File: src/rtl/pwm_meter.sv
// Measures period and high time of an asynchronous PWM input in clk cycles.
// Latency: valid 4 clk edges after the first edge sampling pwm=1 (2 sync, 1 detect, 1 output).
// Backpressure: none; valid is a one-cycle pulse that must be consumed when it appears.
module pwm_meter #(
    parameter int WIDTH = 16
) (
    input  logic             clk,
    input  logic             rst,
    input  logic             en,
    input  logic             pwm,
    output logic [WIDTH-1:0] period,
    output logic [WIDTH-1:0] high,
    output logic             valid,
    output logic             ovf
);
    typedef enum logic [1:0] {IDLE, ARM, HIGH, LOW} state_t;

    localparam logic [WIDTH-1:0] CMAX = '1;
    localparam logic [WIDTH-1:0] ONE  = {{(WIDTH-1){1'b0}}, 1'b1};

    state_t           state, state_nxt;
    logic [WIDTH-1:0] pcnt, pcnt_nxt, hcnt, hcnt_nxt;
    logic [WIDTH-1:0] period_nxt, high_nxt;
    logic             valid_nxt, ovf_nxt;
    logic [WIDTH-1:0] pcnt_inc, hcnt_inc;
    logic             sync1, sync2, prev, rise, fall;

    // Edge flags are registered so the FSM always acts one edge after detection.
    always_ff @(posedge clk) begin
        if (rst) begin
            sync1 <= 1'b0;
            sync2 <= 1'b0;
            prev  <= 1'b0;
            rise  <= 1'b0;
            fall  <= 1'b0;
        end else begin
            sync1 <= pwm;
            sync2 <= sync1;
            prev  <= sync2;
            rise  <= sync2 & ~prev;
            fall  <= ~sync2 & prev;
        end
    end

    assign pcnt_inc = (pcnt == CMAX) ? pcnt : pcnt + ONE;
    assign hcnt_inc = (hcnt == CMAX) ? hcnt : hcnt + ONE;

    always_comb begin
        state_nxt  = state;
        pcnt_nxt   = pcnt;
        hcnt_nxt   = hcnt;
        period_nxt = period;
        high_nxt   = high;
        valid_nxt  = 1'b0;
        ovf_nxt    = ovf;
        if (!en) begin
            state_nxt = IDLE;
        end else begin
            case (state)
                IDLE: state_nxt = ARM;
                ARM: begin
                    if (rise) begin
                        pcnt_nxt  = ONE;
                        hcnt_nxt  = ONE;
                        state_nxt = HIGH;
                    end
                end
                HIGH: begin
                    if (fall) begin
                        pcnt_nxt  = pcnt_inc;
                        state_nxt = LOW;
                    end else if (pcnt == CMAX) begin
                        ovf_nxt   = 1'b1;
                        state_nxt = ARM;
                    end else begin
                        pcnt_nxt = pcnt_inc;
                        hcnt_nxt = hcnt_inc;
                    end
                end
                LOW: begin
                    // An edge arriving exactly at saturation still closes a valid period.
                    if (rise) begin
                        period_nxt = pcnt;
                        high_nxt   = hcnt;
                        valid_nxt  = 1'b1;
                        ovf_nxt    = 1'b0;
                        pcnt_nxt   = ONE;
                        hcnt_nxt   = ONE;
                        state_nxt  = HIGH;
                    end else if (pcnt == CMAX) begin
                        ovf_nxt   = 1'b1;
                        state_nxt = ARM;
                    end else begin
                        pcnt_nxt = pcnt_inc;
                    end
                end
                default: state_nxt = IDLE;
            endcase
        end
    end

    always_ff @(posedge clk) begin
        if (rst) begin
            state  <= IDLE;
            pcnt   <= '0;
            hcnt   <= '0;
            period <= '0;
            high   <= '0;
            valid  <= 1'b0;
            ovf    <= 1'b0;
        end else begin
            state  <= state_nxt;
            pcnt   <= pcnt_nxt;
            hcnt   <= hcnt_nxt;
            period <= period_nxt;
            high   <= high_nxt;
            valid  <= valid_nxt;
            ovf    <= ovf_nxt;
        end
    end
endmodule

File: config.mk
export PLATFORM = sky130hd
export DESIGN_NAME = pwm_meter
export DESIGN_NICKNAME = d
export VERILOG_FILES = /design/src/rtl/pwm_meter.sv
export SDC_FILE = /design/constraint.sdc
export NUM_CORES = 1
export LEC_CHECK = 0
export CAP_MARGIN = 20
export CORE_AREA = 2 2 90 92
export DETAILED_ROUTE_END_ITERATION = 6
export DIE_AREA = 0 0 92 94
export HOLD_SLACK_MARGIN = 0.08
export PLACE_DENSITY = 0.63
export SETUP_SLACK_MARGIN = 0.15
export SYNTH_ARGS = -nofsm -noshare
export SYNTH_HDL_FRONTEND = slang
export SYNTH_SLANG_ARGS = --single-unit
File: constraint.sdc
create_clock -name clk -period 4 [get_ports clk]
set_input_delay 1 -clock clk [delete_from_list [all_inputs] [get_ports clk]]
set_output_delay 1 -clock clk [all_outputs]
set_load 0.01 [all_outputs]
==> impl_metrics.csv <==
group,metric,value,unit
synthesis,synth_commonest_cells,"95 x nand2_1, 73 x dfxtp_1, 47 x a21oi_1, 20 x nor2_1, 15 x clkbuf_1",
worst_setup_path,slowest_stage,"clkdlybuf4s50_1",
synthesis,synth_top_area_share,45.6,%
worst_setup_path,crit_arrival,3.04,ns
final_layout,utilization,50.1,%
synthesis,ys.flop_type,"dfxtp_1",
synthesis,synth_area_per_cell,8.21,µm²
synthesis,synth_top_cell_by_area,"dfxtp_1",
drt,wl_per_cell,14.1,µm
final_layout,nets,429,
worst_setup_path,crit_family,"simple AND/OR/NAND/NOR gates",
sta,clock_skew,0.00687,ns
clocking,cts_tree,"done",
sta,hold_viol,0,
sta,min_period,2.78,ns
synthesis,yosysWarningCount,0,
placed_design,portBuffers,37,
clocking,clock_tree.root_cell,"clkbuf_8",
synthesis,synth-seq-area-share,45.6,%
drt,final_antenna_net_count,0,
status,status,"finished, final reports clean",
clocking,clk_pin_slew,0.07,ns
worst_setup_path,cp-start-kind,"input pin",
worst_setup_path,r2r_start,"hcnt[0]$_SDFFE_PP0P_",
synthesis,netlist_area,0.00320,mm²
clocking,clkLatencyLatePin,0.34,ns
sta,max_slew_margin,36.7,%
final_layout,final_area,0.00381,mm²
global_route,grt_usage,18.0,%
sta,finalSetupTns,0,ns
worst_setup_path,path_buf_inv,2,
pwr,p_leak,1.21,nW
floorplanning,die_h,94,µm
drt,wirelength,7.45,mm
floorplanning,die_area,0.00865,mm²
placed_design,gp_congestion,0.898,
clocking,hold_buffers,0,
synthesis,synth-edff-count,0,
floorplanning,die_w,92,µm
global_route,grt_first_pass_wirelength,12.6,mm
drt,route.vias.total,2915,
worst_hold_path,hp-start,"prev$_SDFF_PP0_",
floorplanning,ioPinCount,38,
synthesis,synth_async_sr_flop_share,0,%
drt,firstDrtPassIters,4,
pwr,pwr_density_cell,333,mW/mm²
worst_hold_path,hold_class,"reg -> reg",
drt,viasPerCell,5.50,
sta,slew_viol_final,0,
sta,worst_pin_slew,0.950,ns
clocking,cts_buffers,9,
flow_run,cap_violations,0,
drt,drc,0,
sta,timing.hold.ws,0.409,ns
final_layout,nFillCells,766,
drt,drt_iter0_drc,193,
worst_setup_path,worst_ep_required_time,4.26,ns
clocking,clock_sinks,73,
global_route,grt_max_degree,51,
floorplanning,rows,32,
final_layout,drive_above_1_share,7.01,%
final_layout,syn2layout_area_growth,19.0,%
final_layout,antenna_cells,0,
sta,rsz0062_at_grt,"no",
synthesis,synth_most_common_cell,"nand2_1",
worst_setup_path,cpPeakStageDelay,0.63,ns
pwr,irDropWorstVdd,0.183,mV
clocking,cts_max_level,3,
synthesis,ys_types,52,
clocking,cts_setup_buffers,0,
clocking,post_cts_resized,0,
worst_setup_path,endpoint_kind,"flop",
global_route,grt_overflow,0,
placed_design,place_area,0.00364,mm²
global_route,antenna_found_initial,0,
worst_setup_path,critPathLaunch,"en",
sta,setup_slack,1.22,ns
worst_setup_path,path_cells,"clkdlybuf4s50_1 -> inv_1 -> nor4_1 -> nand4_1 -> or4_1 -> a21oi_1",
synthesis,synthTopCellsByArea,"dfxtp_1 46%, nand2_1 11%, a21oi_1 7.3%, nor2_1 2.3%, nand3_1 2.0%",
floorplanning,core_area,0.00761,mm²
worst_setup_path,cp_max_fo,9,
sta,clock.fmax,360,MHz
placed_design,dp_slack,0.918,ns
sta,fin_crit_sh,69.5,%
floorplanning,initial_core_util,42.1,%
placed_design,dp_hpwl,5.07,mm
sta,setup_violations,0,
clocking,clk_path_buf_depth,2,
global_route,grt_pass1_vias,2736,
synthesis,synth-seq-cells,73,
worst_setup_path,worst-setup-path-type,"in -> reg",
synthesis,synth.net_count,396,
synthesis,syn_inst,390,
==> worst reg2reg max path, cell delays in order (launching register included) <==
cell and delay, ns:
dfxtp_1 0.45, ha_1 0.21, nand3_1 0.18, or4_4 0.56, nor2_2 0.51, or4_2 0.23
a21oi_1 0.06
==> through the flow <==
| stage | std cells | total power, mW |
|---|---|---|
| 6_report | 530 | 1.27 |
| 3_5_place_dp | 514 | 0.775 |
| 3_3_place_gp | 514 | 0.774 |
| 2_1_floorplan | 390 | 0.767 |
| 5_1_grt | 530 | 1.32 |
| 4_1_cts | 530 | 1.28 |
==> sequential cells by signal (all words and copies together), names as in the netlist, 2 cells and up <==
| name | flops |
|---|---|
| high | 16 |
| hcnt | 16 |
| period | 16 |
| state | 2 |
| pcnt | 16 |
==> cell type report <==
cell class / count / area (µm²) / area share (%)
clock buffer: 13 / 159 / 4.17
tap: 102 / 128 / 3.35
sequential: 73 / 1460 / 38.4
timing repair buffer: 41 / 395 / 10.4
inverter: 3 / 11.3 / 0.296
clock inverter: 3 / 15.0 / 0.394
multi-input combinational: 295 / 1640 / 43.1
==> final timing paths <==
| check | to | slack [ns] | cells after the start |
|---|---|---|---|
| max | hcnt[10]$_SDFFE_PP0P_ | 1.22 | 6 |
| min | rise$_SDFF_PP0_ | 0.41 | 1 |
| max reg2reg | hcnt[7]$_SDFFE_PP0P_ | 1.65 | 6 |
| min reg2reg | rise$_SDFF_PP0_ | 0.41 | 1 |
==> cell usage in the layout, fill, tap and decap left out, types with 3 or more instances in the layout <==
master	synthesis	layout
nor3_1	4	4
dfxtp_1	73	73
inv_1	3	3
a21oi_1	47	47
nor4_1	9	9
and3_1	4	4
xor2_1	4	4
xnor2_1	3	3
clkdlybuf4s50_1	0	36
o31ai_1	7	7
a31oi_1	5	5
nand3_1	13	13
o21ai_0	5	5
nor2b_1	4	4
nand2_1	95	95
and4_1	3	3
clkinv_2	0	3
clkbuf_8	0	11
or4_1	7	7
mux2i_1	6	6
nand2b_1	9	9
buf_4	1	4
and2_1	4	4
nor2_1	20	19
nand4_1	10	10
==> cell families after synthesis <==
kind of cell    count (synthesis)  share of synthesized area [%]
compound gates                 84                           15.9
fa+ha+maj                       2                          0.781
simple gates                  196                           30.6
flops                          73                           45.6
mux                             6                           1.88
buf+inv                        22                           3.20
xor+xnor                        7                           1.91
==> layer usage <==
| layer | part of all wire, % | track usage (%) |
|---|---|---|
| met5 | 0 | 0 |
| met4 | 0.85 | 4.48 |
| met3 | 3.7 | 5.06 |
| met2 | 48 | 31.3 |
| met1 | 47 | 22.0 |
==> report_power, final <==
part           total (mW)  switching (mW)  internal (mW)  leakage (nW)
clock network       0.512           0.255          0.257        0.0932
registers           0.731         0.00220          0.729         0.589
logic              0.0272          0.0205        0.00670         0.533
total                1.27           0.278          0.992          1.21
Note: power is estimated with default switching activity, not from simulation.
